`src/rtl/calc_hist.sv`:
```
// Button-driven accumulator calculator: one ALU operation per execute press,
// circular undo history of prior accumulator values, and signed-overflow flag.
module calc_hist #(
    parameter int WIDTH = 16,
    parameter int DEPTH = 8
) (
    input  logic                     clk,
    input  logic                     btnu,
    input  logic                     btnc,
    input  logic                     btnl,
    input  logic                     btnr,
    input  logic                     btnd,
    input  logic                     btn_undo,
    input  logic [WIDTH-1:0]         sw,
    output logic [WIDTH-1:0]         led,
    output logic                     ovf,
    output logic [$clog2(DEPTH):0]   hist_cnt,
    output logic                     hist_full,
    output logic                     hist_empty
);

    localparam int SHW = $clog2(WIDTH);
    localparam int PW  = $clog2(DEPTH);
    localparam int CW  = PW + 1;

    typedef enum logic [2:0] {
        OP_AND = 3'b000,
        OP_OR  = 3'b001,
        OP_ADD = 3'b010,
        OP_SUB = 3'b011,
        OP_SLT = 3'b100,
        OP_LSL = 3'b101,
        OP_SRA = 3'b110,
        OP_XOR = 3'b111
    } op_e;

    logic [WIDTH-1:0] r_acc;
    logic             r_ovf;
    logic [CW-1:0]    r_cnt;
    logic [PW-1:0]    r_wptr;
    logic             r_btnd_q;
    logic             r_undo_q;
    logic [WIDTH-1:0] r_hist [DEPTH];

    logic             w_exec;
    logic             w_undo;
    op_e              w_op;
    logic [SHW-1:0]   w_shamt;
    logic [WIDTH-1:0] w_res;
    logic             w_res_ovf;
    logic [PW-1:0]    w_prev_ptr;
    logic [WIDTH-1:0] w_hist_rd;

    // Undo only acts on a fresh edge that does not collide with an execute edge.
    assign w_exec     = btnd & ~r_btnd_q;
    assign w_undo     = btn_undo & ~r_undo_q & ~w_exec;
    assign w_op       = op_e'({btnl, btnc, btnr});
    assign w_shamt    = sw[SHW-1:0];
    assign w_prev_ptr = r_wptr - PW'(1);
    assign w_hist_rd  = r_hist[w_prev_ptr];

    // ALU result and signed overflow for the selected operation
    always_comb begin
        w_res     = {WIDTH{1'b0}};
        w_res_ovf = 1'b0;
        case (w_op)
            OP_AND: w_res = r_acc & sw;
            OP_OR:  w_res = r_acc | sw;
            OP_ADD: begin
                w_res     = r_acc + sw;
                w_res_ovf = (r_acc[WIDTH-1] == sw[WIDTH-1]) &&
                            (w_res[WIDTH-1] != r_acc[WIDTH-1]);
            end
            OP_SUB: begin
                w_res     = r_acc - sw;
                w_res_ovf = (r_acc[WIDTH-1] != sw[WIDTH-1]) &&
                            (w_res[WIDTH-1] != r_acc[WIDTH-1]);
            end
            OP_SLT: begin
                if ($signed(r_acc) < $signed(sw)) begin
                    w_res = {{(WIDTH-1){1'b0}}, 1'b1};
                end else begin
                    w_res = {WIDTH{1'b0}};
                end
            end
            OP_LSL: w_res = r_acc << w_shamt;
            OP_SRA: w_res = $signed(r_acc) >>> w_shamt;
            OP_XOR: w_res = r_acc ^ sw;
            default: begin
                w_res     = {WIDTH{1'b0}};
                w_res_ovf = 1'b0;
            end
        endcase
    end

    // History storage; contents are not reset and only written on execute
    always_ff @(posedge clk) begin
        if (!btnu && w_exec) begin
            r_hist[r_wptr] <= r_acc;
        end
    end

    // Accumulator, overflow, history pointer/count and button edge registers
    always_ff @(posedge clk) begin
        if (btnu) begin
            r_acc    <= {WIDTH{1'b0}};
            r_ovf    <= 1'b0;
            r_cnt    <= {CW{1'b0}};
            r_wptr   <= {PW{1'b0}};
            r_btnd_q <= 1'b1;
            r_undo_q <= 1'b1;
        end else begin
            r_btnd_q <= btnd;
            r_undo_q <= btn_undo;
            if (w_exec) begin
                r_acc  <= w_res;
                r_ovf  <= w_res_ovf;
                r_wptr <= r_wptr + PW'(1);
                if (r_cnt != CW'(DEPTH)) begin
                    r_cnt <= r_cnt + CW'(1);
                end
            end else if (w_undo && (r_cnt != {CW{1'b0}})) begin
                r_acc  <= w_hist_rd;
                r_ovf  <= 1'b0;
                r_wptr <= w_prev_ptr;
                r_cnt  <= r_cnt - CW'(1);
            end
        end
    end

    assign led        = r_acc;
    assign ovf        = r_ovf;
    assign hist_cnt   = r_cnt;
    assign hist_full  = (r_cnt == CW'(DEPTH));
    assign hist_empty = (r_cnt == {CW{1'b0}});

endmodule

```
`config.mk`:
```
export PLATFORM = sky130hd
export DESIGN_NAME = calc_hist
export DESIGN_NICKNAME = d
export VERILOG_FILES = /design/src/rtl/calc_hist.sv
export SDC_FILE = /design/constraint.sdc
export NUM_CORES = 1
export LEC_CHECK = 0
export BUFFER_PORTS_ARGS = -buffer_cell sky130_fd_sc_hd__buf_4
export CORE_MARGIN = 1
export CORE_UTILIZATION = 55
export CTS_CLUSTER_SIZE = 40
export DETAILED_ROUTE_END_ITERATION = 8
export PLACE_DENSITY = 0.82
export REMOVE_ABC_BUFFERS = 1
export SYNTH_ARGS = -nofsm -noshare
export SYNTH_HDL_FRONTEND = slang
export SYNTH_SLANG_ARGS = --single-unit
```
`constraint.sdc`:
```
create_clock -name clk -period 9.7 [get_ports clk]
set_input_delay 0.485 -clock clk [delete_from_list [all_inputs] [get_ports clk]]
set_output_delay 0.485 -clock clk [all_outputs]
set_load 0.005 [all_outputs]
```
### Yosys cells after proc, flatten, opt, wreduce, memory -nomap -nowiden

Memory sizes are Yosys's and may differ from the RTL's.
Index checks and enable logic that the tools add are counted.

* output and inout port bits: 23
* memories kept: 1
* register bits: 26
* word-level logic and storage cells: 63
* memory bits (writable): 128

* muxes and demuxes: 14
* $add $sub $neg: 6
* bitwise gates (word level): 9
* equality and inequality tests: 14
* $lt $le $gt $ge: 1
* reductions and logical operators: 10
* shifts and indexed selects: 2

Memory list
* r_hist: depth 8, bits a word 16, rd ports 1, clocked after Yosys merged registers in 0, write ports 1, line 43 `logic [WIDTH-1:0] r_hist [DEPTH];`

Operators by type and width (count)
* 16-bit case mux with 8 select lines: 1
* 16-bit two-way mux: 2
* 16-bit adder: 1
* 16-bit AND: 1
* 16-bit < comparator: 1
* 16-bit OR: 1
* 16-bit by 4-bit << shifter with 16-bit output: 1
* 16-bit by 4-bit >>> shifter with 16-bit output: 1
* 16-bit subtractor: 1
* 16-bit XOR: 1
* 3-bit equality test, second input constant: 4
* 4-bit two-way mux: 3
* 3-bit by 2-bit equality test with 1-bit output, second input constant: 2
* 3-bit two-way mux: 2
* 1-bit two-way mux: 5
* 4-bit by 1-bit adder with 4-bit output, second input constant: 1
* 4-bit equality test, second input constant: 1
* 1-bit logical AND: 4
* 4-bit zero test: 1
* 4-bit != test, second input constant: 1
* 4-bit nonzero test: 1
* 4-bit by 1-bit subtractor with 4-bit output, second input constant: 1
* 3-bit by 1-bit adder with 3-bit output, second input constant: 1
* 1-bit AND: 3
* 11 further kinds: 15

### Logic depth before layout (Yosys ltp)

Gate-level depths: netlist (run 1).

* depth after elaboration: 7
* mapped depth: 13

### Worst setup path after synthesis (run 1)

Ideal clock, no wire load.

* path kind: input to register
* start point: input port btnd
* end point: memory r_hist[0][0], enable pin
* path slack: 6173 ps
* path buffers: 2
* arrival: 3090 ps
* data required time: 9264 ps
* cell stages on the path: 5
* library setup time: 436 ps
* cells stage by stage: nor2b_1 inv_2 clkbuf_1 buf_1 nor4b_1

* word-level cells in the longest chain between the ends: 4

Ends and longest elaborated chain
* start, declared: line 12 `input logic btnd,`
* 1-bit AND: line 55 `assign w_exec = btnd & ~r_btnd_q;`
* 1-bit logical AND: line 98 `if (!btnu && w_exec) begin`
* 1-bit two-way mux: line 98
* 1-bit two-way mux (implied by the code): line 99 `r_hist[r_wptr] <= r_acc;`
* end, declared: line 43

No other way between the ends.

### Final worst setup path (run 1)

* start point: register r_wptr[0]
* end point: register r_acc[14] (netlist: led[14])

* word-level cells in the longest chain between the ends: 4

Ends and longest elaborated chain
* start, declared: line 40 `logic [PW-1:0] r_wptr;`
* start signal, assigned: line 109 `r_wptr <= {PW{1'b0}};`
* start signal, assigned: line 118 `r_wptr <= r_wptr + PW'(1);`
* start signal, assigned: line 125 `r_wptr <= w_prev_ptr;`
* 3-bit by 1-bit subtractor with 3-bit output: line 59 `assign w_prev_ptr = r_wptr - PW'(1);`
* memory 8 x 16 bit
* 16-bit two-way mux: line 122 `end else if (w_undo && (r_cnt != {CW{1'b0}})) begin`
* 16-bit two-way mux: line 115 `if (w_exec) begin`
* end signal, assigned: line 106 `r_acc <= {WIDTH{1'b0}};`
* end signal, assigned: line 116 `r_acc <= w_res;`
* end signal, assigned: line 123 `r_acc <= w_hist_rd;`
* end, declared: line 37 `logic [WIDTH-1:0] r_acc;`

No other way between the ends. The select of a mux whose other input is x is not followed.
A chain may end at the register's enable or synchronous reset.

==> results of run 1 <==
## synthesized netlist by cell type (all sizes together) (8+ instances only)
library cell | count | area [um2]
mux2i | 18 | 180
buf | 36 | 213
o21ai | 43 | 215
nand3 | 17 | 85.1
edfxtp | 128 | 3840
a21o | 10 | 75.1
ha | 60 | 751
a211oi | 17 | 160
o211ai | 17 | 128
a21oi | 84 | 420
clkbuf | 30 | 121
nor2 | 72 | 278
nand2 | 73 | 274
a31oi | 10 | 77.6
nor3 | 29 | 160
mux4 | 48 | 1080
inv | 47 | 176
nand2b | 8 | 50.1
a221oi | 9 | 78.8
o21a | 9 | 67.6
o221ai | 8 | 70.1
dfxtp | 26 | 521
nor4 | 12 | 75.1
xnor2 | 10 | 87.6
## state kept, by name, indices dropped and copies added, names as in the netlist
name,flops
ovf,1
led,16
r_btnd_q,1
r_hist,128
hist_cnt,4
r_undo_q,1
r_wptr,3
## cells by family after synthesis
logic type,after synthesis
muxes,73
and+or+nand+nor,253
adders and majority gates,63
buffers and inverters,114
AOI/OAI and AO/OA,259
DFF,154
xor gates and xnor gates,13
## layout make-up
class,count,area (um2)
tap,229,287
timing repair buffer,64,480
inverter,48,180
clock inverter,13,170
fill,1432,6810
clock buffer,19,443
sequential,154,4370
multi-input combinational,661,5290
## worst paths after layout
kind	start	endpoint	slack, ns	cells past startpoint
hold / removal	btnd	r_btnd_q$_SDFF_PP1_	0.26	2
setup reg to reg	r_wptr[0]$_SDFFE_PP0P_	led[14]$_SDFFE_PP0P_	6.06	11
setup / recovery	r_wptr[0]$_SDFFE_PP0P_	led[14]$_SDFFE_PP0P_	6.06	11
hold reg to reg	hist_cnt[3]$_SDFFE_PP0P_	hist_cnt[3]$_SDFFE_PP0P_	0.54	2
## where the power goes
part / switching (W) / total, W / internal [W]
Sequential: 0.0000305 / 0.000761 / 0.000730
Clock: 0.000268 / 0.000682 / 0.000414
Combinational: 0.000219 / 0.000363 / 0.000144
Total: 0.000517 / 0.00181 / 0.00129
## per-stage QoR
stage / cell area [um2] / power, W / hold slack (ns) / setup slack [ns] / util, %
final: 11200 / 0.00181 / 0.259 / 6.06 / 62.2
after global routing: 11200 / 0.00187 / 0.243 / 5.72 / 62.2
after CTS: 11200 / 0.00180 / 0.246 / 6.05 / 62.2
after detailed placement: 10600 / 0.00113 / 0.517 / 6.11 / 58.8
after global placement: 10600 / 0.00112 / 0.495 / 6.20 / 58.8
after floorplan: 9790 / 0.000992 / 0.489 / 5.51 / -
## routing by layer
metal	vias to the layer above	routed length, um	part of all wire, %	track usage (%)
met4	0	994	3.3	13.4
met3	81	3180	11	10.6
met5	-	0	0	0
met1	4011	12300	41	44.7
met2	504	13500	45	48.4
li1	3596	-	-	-
==> flow_metrics.py, run 1 <==
metrics = {
    "yosys": {
        "yosysSeqAreaShare_pct": 43.1,
        "yosys.cell_types.count": 76,
        "syn_inst": 929,
        "yosysWarnings": 0,
        "synthAdderAreaFrac_pct": 8.01,
        "synth-xor-area-share_pct": 1.12,
        "synth_simple_gate_area_share_pct": 12.2,
        "syn_area_per_cell_um2": 10.9,
        "synth-seq-cells": 154,
        "synth_top_family_by_area": "compound AO/OA/AOI/OAI gates",
        "synth-edff-count": 128,
        "synthArstFlopShare_pct": 0,
        "synth.area.mux_share_pct": 13.2,
        "ys.flop_type": "edfxtp_1",
        "syn_area_mm2": 0.0101,
        "synth_compound_area_share_pct": 17.3,
    },
    "route": {
        "avgRoutedWirePerCell_um": 25.2,
        "drc": 0,
        "drt_iter0_markers": 1134,
        "wirelength_mm": 30.0,
        "vias": 8192,
        "via_per_inst": 6.90,
        "drt_pass1_iterations": 6,
        "antenna_left": 0,
    },
    "finish": {
        "num-nets-final": 1032,
        "mostFrequentLayoutCells": "128 x edfxtp_1, 84 x a21oi_1, 73 x nand2_1",
        "drive_above_1_share_pct": 18.8,
        "area_growth_pct": 10.8,
        "final_common_cell": "edfxtp_1",
        "antenna_cells": 0,
        "stdcell_count": 1188,
    },
    "critical_path": {
        "cp-end-kind": "flip-flop",
        "max_stage_delay_ns": 0.68,
        "path_buf_inv": 3,
        "cp_cell_sequence": "buf_4 > inv_1 > ha_1 > buf_4 > mux4_2 > nand2_1 > nand3_1 > a221oi_1 > nand4_1 > a41oi_1 > a21oi_1",
        "worstPathMaxFanout": 39,
        "cp_top_family": "buffers and inverters",
        "required_ns": 10.01,
        "slowest_stage": "ha_1",
        "critPathKind": "reg2reg",
        "startpoint_type": "flip-flop",
        "arrival_ns": 3.95,
        "crit_top_cell": "buf_4",
    },
    "placement": {
        "io_buffer_count": 45,
        "placed_cells": 1156,
        "gp_congestion": 0.981,
        "place_hpwl_mm": 20.4,
    },
    "power": {
        "powerDensity_mw_per_mm2": 161,
        "p_leak_nw": 4.03,
        "irDropWorstVdd_mv": 0.132,
    },
    "global_route": {
        "grt_pass1_vias": 7466,
        "grt_pass1_wl_mm": 44.6,
        "antenna_found_initial": 0,
        "grt_max_degree": 49,
        "grt_use_total_pct": 32.9,
        "gr-total-overflow": 0,
    },
    "sta": {
        "rsz0062_at_grt": "no",
        "clock_skew_ns": 0.00565,
        "setup_tns_ns": 0,
        "tightest_slew_ns": 1.03,
        "relSlewSlack_pct": 30.8,
        "min_period_over_period_pct": 37.6,
        "slew_viol_final": 0,
        "fmax_ghz": 0.274,
        "min_period_ns": 3.64,
        "setup_viol": 0,
        "hold_viol": 0,
    },
    "clock_tree": {
        "ctsResizeCount": 0,
        "h-tree-depth": 4,
        "clkLatencyLatePin_ns": 0.42,
        "clkTransAtPathRegs_ns": 0.06,
        "ctsRootBufferMaster": "clkbuf_16",
        "postCtsSetupRepairBufs": 0,
        "clock_path_buffers": 2,
        "cts_tree": "done",
        "cts_hold_buf": 0,
        "cts_sinks": 154,
        "cts_inserted_buffers": 17,
    },
    "floorplanning": {
        "pin_count": 46,
        "dieArea_mm2": 0.0190,
        "die_x_um": 138,
        "start_util_pct": 56.2,
        "die_y_um": 138,
        "coreArea_mm2": 0.0180,
        "num_rows": 49,
    },
    "run": {
        "drv_cap": 0,
    },
    "min_path": {
        "hold_class": "in2reg",
    },
    "outcome": {
        "status": "finished, final reports clean",
    },
}
No activity file was read; power rests on OpenSTA's default activity.
==> inputs of run 2 (changes only) <==
- clock period: 9.7 -> 3.4 ns (I/O delays scaled with it)
==> flow_metrics.py, run 2 (synthesized netlist as in run 1, its figures left out) <==
metrics = {
    "route": {
        "vias": 8299,
        "avgRoutedWirePerCell_um": 24.0,
        "antenna_left": 0,
        "wirelength_mm": 29.4,
        "drt_pass1_iterations": 6,
        "drc": 0,
        "via_per_inst": 6.80,
        "drt_iter0_markers": 1219,
    },
    "clock_tree": {
        "clkLatencyLatePin_ns": 0.44,
        "clkTransAtPathRegs_ns": 0.07,
        "ctsRootBufferMaster": "clkbuf_16",
        "cts_hold_buf": 2,
        "cts_sinks": 154,
        "cts_inserted_buffers": 17,
        "h-tree-depth": 4,
        "clock_path_buffers": 2,
        "ctsResizeCount": 0,
        "cts_tree": "done",
        "postCtsSetupRepairBufs": 0,
    },
    "power": {
        "irDropWorstVdd_mv": 0.385,
        "powerDensity_mw_per_mm2": 447,
        "p_leak_nw": 4.18,
    },
    "placement": {
        "placed_cells": 1187,
        "dpl_cell_area_mm2": 0.0108,
        "place_hpwl_mm": 20.2,
        "gp_congestion": 1.03,
        "post-place-ws_ns": 0.506,
        "io_buffer_count": 45,
    },
    "sta": {
        "hold_ws_ns": 0.162,
        "layout_setup_ws_ns": 0.419,
        "rsz0062_at_grt": "no",
        "min_period_ns": 2.98,
        "hold_viol": 0,
        "fmax_ghz": 0.335,
        "relSlewSlack_pct": 34.8,
        "slew_viol_final": 0,
        "tightest_slew_ns": 0.974,
        "setup_viol": 0,
        "clock_skew_ns": 0.0132,
        "min_period_over_period_pct": 87.7,
    },
    "finish": {
        "antenna_cells": 0,
        "fin_util_pct": 63.5,
        "final_common_cell": "edfxtp_1",
        "area_growth_pct": 13.0,
        "top_register": "r_hist",
        "final_area_mm2": 0.0114,
        "drive_above_1_share_pct": 21.3,
        "num-nets-final": 1065,
        "mostFrequentLayoutCells": "128 x edfxtp_1, 95 x buf_4, 84 x a21oi_1",
        "largest_register_ffs": 128,
        "stdcell_count": 1221,
    },
    "critical_path": {
        "cp_cell_sequence": "inv_1 > ha_1 > fa_1 > o21bai_1 > a211oi_4 > a211oi_2 > o21ai_0 > a221oi_1 > o21ai_0 > o211ai_1 > a21oi_1",
        "slowest_stage": "a221oi_1",
        "startpoint_type": "flip-flop",
        "required_ns": 3.71,
        "arrival_ns": 3.29,
        "cp-end-kind": "flip-flop",
        "worst_r2r_path_depth": 11,
        "critPathKind": "reg2reg",
        "crit_top_cell": "o21ai_0",
        "r2r_slack_ns": 0.42,
        "worstPathMaxFanout": 3,
        "max_stage_delay_ns": 0.44,
    },
    "floorplanning": {
        "die_x_um": 138,
        "coreArea_mm2": 0.0180,
        "pin_count": 46,
        "start_util_pct": 56.2,
        "dieArea_mm2": 0.0190,
        "num_rows": 49,
        "die_y_um": 138,
    },
    "run": {
        "drv_cap": 0,
    },
    "global_route": {
        "grt_use_total_pct": 32.6,
        "grt_pass1_wl_mm": 44.9,
        "antenna_found_initial": 0,
        "grt_pass1_vias": 7753,
        "gr-total-overflow": 0,
        "grtUsageMet3_pct": 8.46,
        "grt_max_degree": 41,
        "grt.busiest_layer": "met2",
        "grt_util_met1_pct": 44.1,
        "grtUsageMet2_pct": 49.0,
    },
    "min_path": {
        "hold_class": "in2reg",
        "whs_path_depth": 2,
    },
    "outcome": {
        "status": "finished, final reports clean",
    },
}
## run 2: worst paths after layout
path	startpoint	end
max	led[0]$_SDFFE_PP0P_	led[0]$_SDFFE_PP0P_
min	btnu	hist_cnt[1]$_SDFFE_PP0P_
max reg2reg	led[0]$_SDFFE_PP0P_	led[0]$_SDFFE_PP0P_
min reg2reg	hist_cnt[3]$_SDFFE_PP0P_	hist_cnt[3]$_SDFFE_PP0P_
## run 2: final cells by class
type | instances | area, um2
Clock buffer | 17 | 425
Clock inverter | 15 | 158
Fill cell | 1405 | 6590
Inverter | 48 | 180
Multi-Input combinational cell | 661 | 5290
Sequential cell | 154 | 4370
Tap cell | 229 | 287
Timing Repair Buffer | 97 | 733
## run 2: report_power, final
group          internal [W]  switching (W)
sequential          0.00208      0.0000351
combinational      0.000435       0.000674
clock               0.00104       0.000848
## run 2: routing by layer
metal,vias to the layer above,wire length [um]
met4,0,1210
li1,3662,-
met5,-,0
met3,104,3130
met2,578,13200
met1,3955,11800
## run 2: worst max-delay path, delay by kind of cell (launching register included)
| family | cells | cell delay, ns |
|---|---|---|
| buffers and inverters | 1 | 0.08 |
| AO/OA/AOI/OAI | 8 | 1.70 |
| adder cells (fa/ha/maj) | 2 | 0.67 |
| flip-flops | 1 | 0.38 |
## run 2: per-stage QoR
step                total power, W  TNS, ns
CTS                        0.00510        0
finish                     0.00511        0
global route               0.00528        0
detailed placement         0.00323        0
floorplan                  0.00283   -32.25
global placement           0.00322        0
==> inputs of run 3 (changes only) <==
- clock period: 3.4 -> 3.7 ns (I/O delays scaled with it)
==> flow_metrics.py, run 3 (synthesized netlist as in run 1, its figures left out) <==
metrics = {
    "outcome": {
        "status": "finished, final reports clean",
    },
    "placement": {
        "place_hpwl_mm": 19.4,
        "placed_cells": 1172,
        "io_buffer_count": 45,
        "dpl_cell_area_mm2": 0.0107,
        "gp_congestion": 1.07,
        "post-place-ws_ns": 0.612,
    },
    "power": {
        "pwr-share-clk_pct": 37.0,
        "p_leak_nw": 4.11,
        "power_frac_comb_pct": 21.5,
        "net-switching-power_w": 0.00138,
        "p_int_w": 0.00332,
        "finalPower_w": 0.00470,
        "power_frac_seq_pct": 41.5,
        "irDropWorstVdd_mv": 0.368,
        "powerDensity_mw_per_mm2": 415,
        "p_sw_share_pct": 29.4,
    },
    "clock_tree": {
        "cts_sinks": 154,
        "ctsRootBufferMaster": "clkbuf_16",
        "ctsResizeCount": 0,
        "cts_inserted_buffers": 17,
        "postCtsSetupRepairBufs": 0,
        "h-tree-depth": 4,
        "clkLatencyLatePin_ns": 0.43,
        "clock_path_buffers": 2,
        "cts_tree": "done",
        "clkTransAtPathRegs_ns": 0.07,
    },
    "global_route": {
        "grt_pass1_wl_mm": 44.0,
        "grt_pass1_vias": 7691,
        "gr-total-overflow": 0,
        "antenna_found_initial": 0,
        "grt_use_total_pct": 32.1,
        "grt_max_degree": 45,
    },
    "sta": {
        "hold_viol": 0,
        "hold_ws_ns": 0.166,
        "min_period_ns": 3.24,
        "min_period_over_period_pct": 87.6,
        "layout_setup_ws_ns": 0.459,
        "clock_skew_ns": 0.0145,
        "setup_viol": 0,
        "tightest_slew_ns": 0.834,
        "rsz0062_at_grt": "no",
        "slew_viol_final": 0,
        "fmax_ghz": 0.309,
        "relSlewSlack_pct": 44.3,
    },
    "floorplanning": {
        "die_x_um": 138,
        "start_util_pct": 56.2,
        "coreArea_mm2": 0.0180,
        "dieArea_mm2": 0.0190,
        "num_rows": 49,
        "pin_count": 46,
        "die_y_um": 138,
    },
    "route": {
        "drt_iter0_markers": 1272,
        "wirelength_mm": 29.3,
        "drc": 0,
        "drt_pass1_iterations": 8,
        "antenna_left": 0,
        "vias": 8328,
        "avgRoutedWirePerCell_um": 24.3,
        "via_per_inst": 6.91,
    },
    "finish": {
        "mostFrequentLayoutCells": "128 x edfxtp_1, 84 x a21oi_1, 80 x buf_4",
        "stdcell_count": 1206,
        "num-nets-final": 1050,
        "fill_cells": 1414,
        "top_register": "r_hist",
        "drive_above_1_share_pct": 20.0,
        "final_area_mm2": 0.0113,
        "antenna_cells": 0,
        "area_growth_pct": 11.9,
        "final_common_cell": "edfxtp_1",
        "largest_register_ffs": 128,
    },
    "critical_path": {
        "cp-end-kind": "flip-flop",
        "required_ns": 4.01,
        "r2r_slack_ns": 0.46,
        "startpoint_type": "flip-flop",
        "worst_r2r_path_depth": 11,
        "critPathKind": "reg2reg",
        "arrival_ns": 3.55,
        "worstPathMaxFanout": 16,
    },
    "min_path": {
        "hold_class": "in2reg",
        "whs_path_depth": 2,
    },
    "run": {
        "drv_cap": 0,
    },
}
-- run 3: cell count changes in the layout (fill, tap and decap cells not counted), sizes merged --
cell    previous run  this run
bufinv             1         2
buf               95        80
clkbuf            17        18
clkinv             5         3
-- run 3: worst paths after layout --
kind | startpoint | endpoint
hold / removal | btnu | r_wptr[0]$_SDFFE_PP0P_
setup / recovery | led[0]$_SDFFE_PP0P_ | led[12]$_SDFFE_PP0P_
setup reg to reg | led[0]$_SDFFE_PP0P_ | led[12]$_SDFFE_PP0P_
hold reg to reg | hist_cnt[3]$_SDFFE_PP0P_ | hist_cnt[3]$_SDFFE_PP0P_
-- run 3: area by class of cell --
type                    instances  area [um2]  area share [%]
multi-input cells             661        5290            46.7
clock buffers                  18         429            3.79
flip-flops and latches        154        4370            38.5
repair buffers                 82         621            5.48
clock inverters                14         158            1.39
inverters                      48         180            1.59
well taps                     229         287            2.53
-- run 3: power groups by stage --
stage          combinational (W)  sequential, W  clock, W
2_1_floorplan           0.000580        0.00202         0
3_3_place_gp            0.000964        0.00198         0
3_5_place_dp            0.000975        0.00198         0
4_1_cts                 0.000987        0.00195   0.00176
5_1_grt                  0.00109        0.00195   0.00182
6_report                 0.00101        0.00195   0.00174
-- run 3: timing repair --
| action | CTS | global route |
|---|---|---|
| hold buffers | 2 | 0 |
| hold endpoints to repair | 2 | 0 |
| setup endpoints to repair | 0 | 0 |
-- run 3: through the flow --
step	setup TNS (ns)	util [%]
2_1_floorplan	-10.65	-
3_3_place_gp	0	59.5
3_5_place_dp	0	59.5
4_1_cts	0	62.9
5_1_grt	0	62.9
6_report	0	62.9
-- run 3: worst max-delay path, cell delays in order, from the launching register on --
cell and delay [ns]:
dfxtp_1 0.66, ha_1 0.32, inv_1 0.07, fa_1 0.41
nor2b_1 0.19, o31ai_1 0.11, a2bb2oi_1 0.43, nand4_1 0.18
a41oi_1 0.31, nor3_1 0.07, nor4b_1 0.31, nor4_1 0.08
-- run 3: metal layers --
layer  share of wire, %  global-route usage [%]  vias to the layer above
met5                  0                       0                        -
met4                4.3                    15.3                        0
met3                 11                    8.87                      123
met2                 45                    48.1                      625
met1                 40                    43.1                     3954
li1                   -                       -                     3626
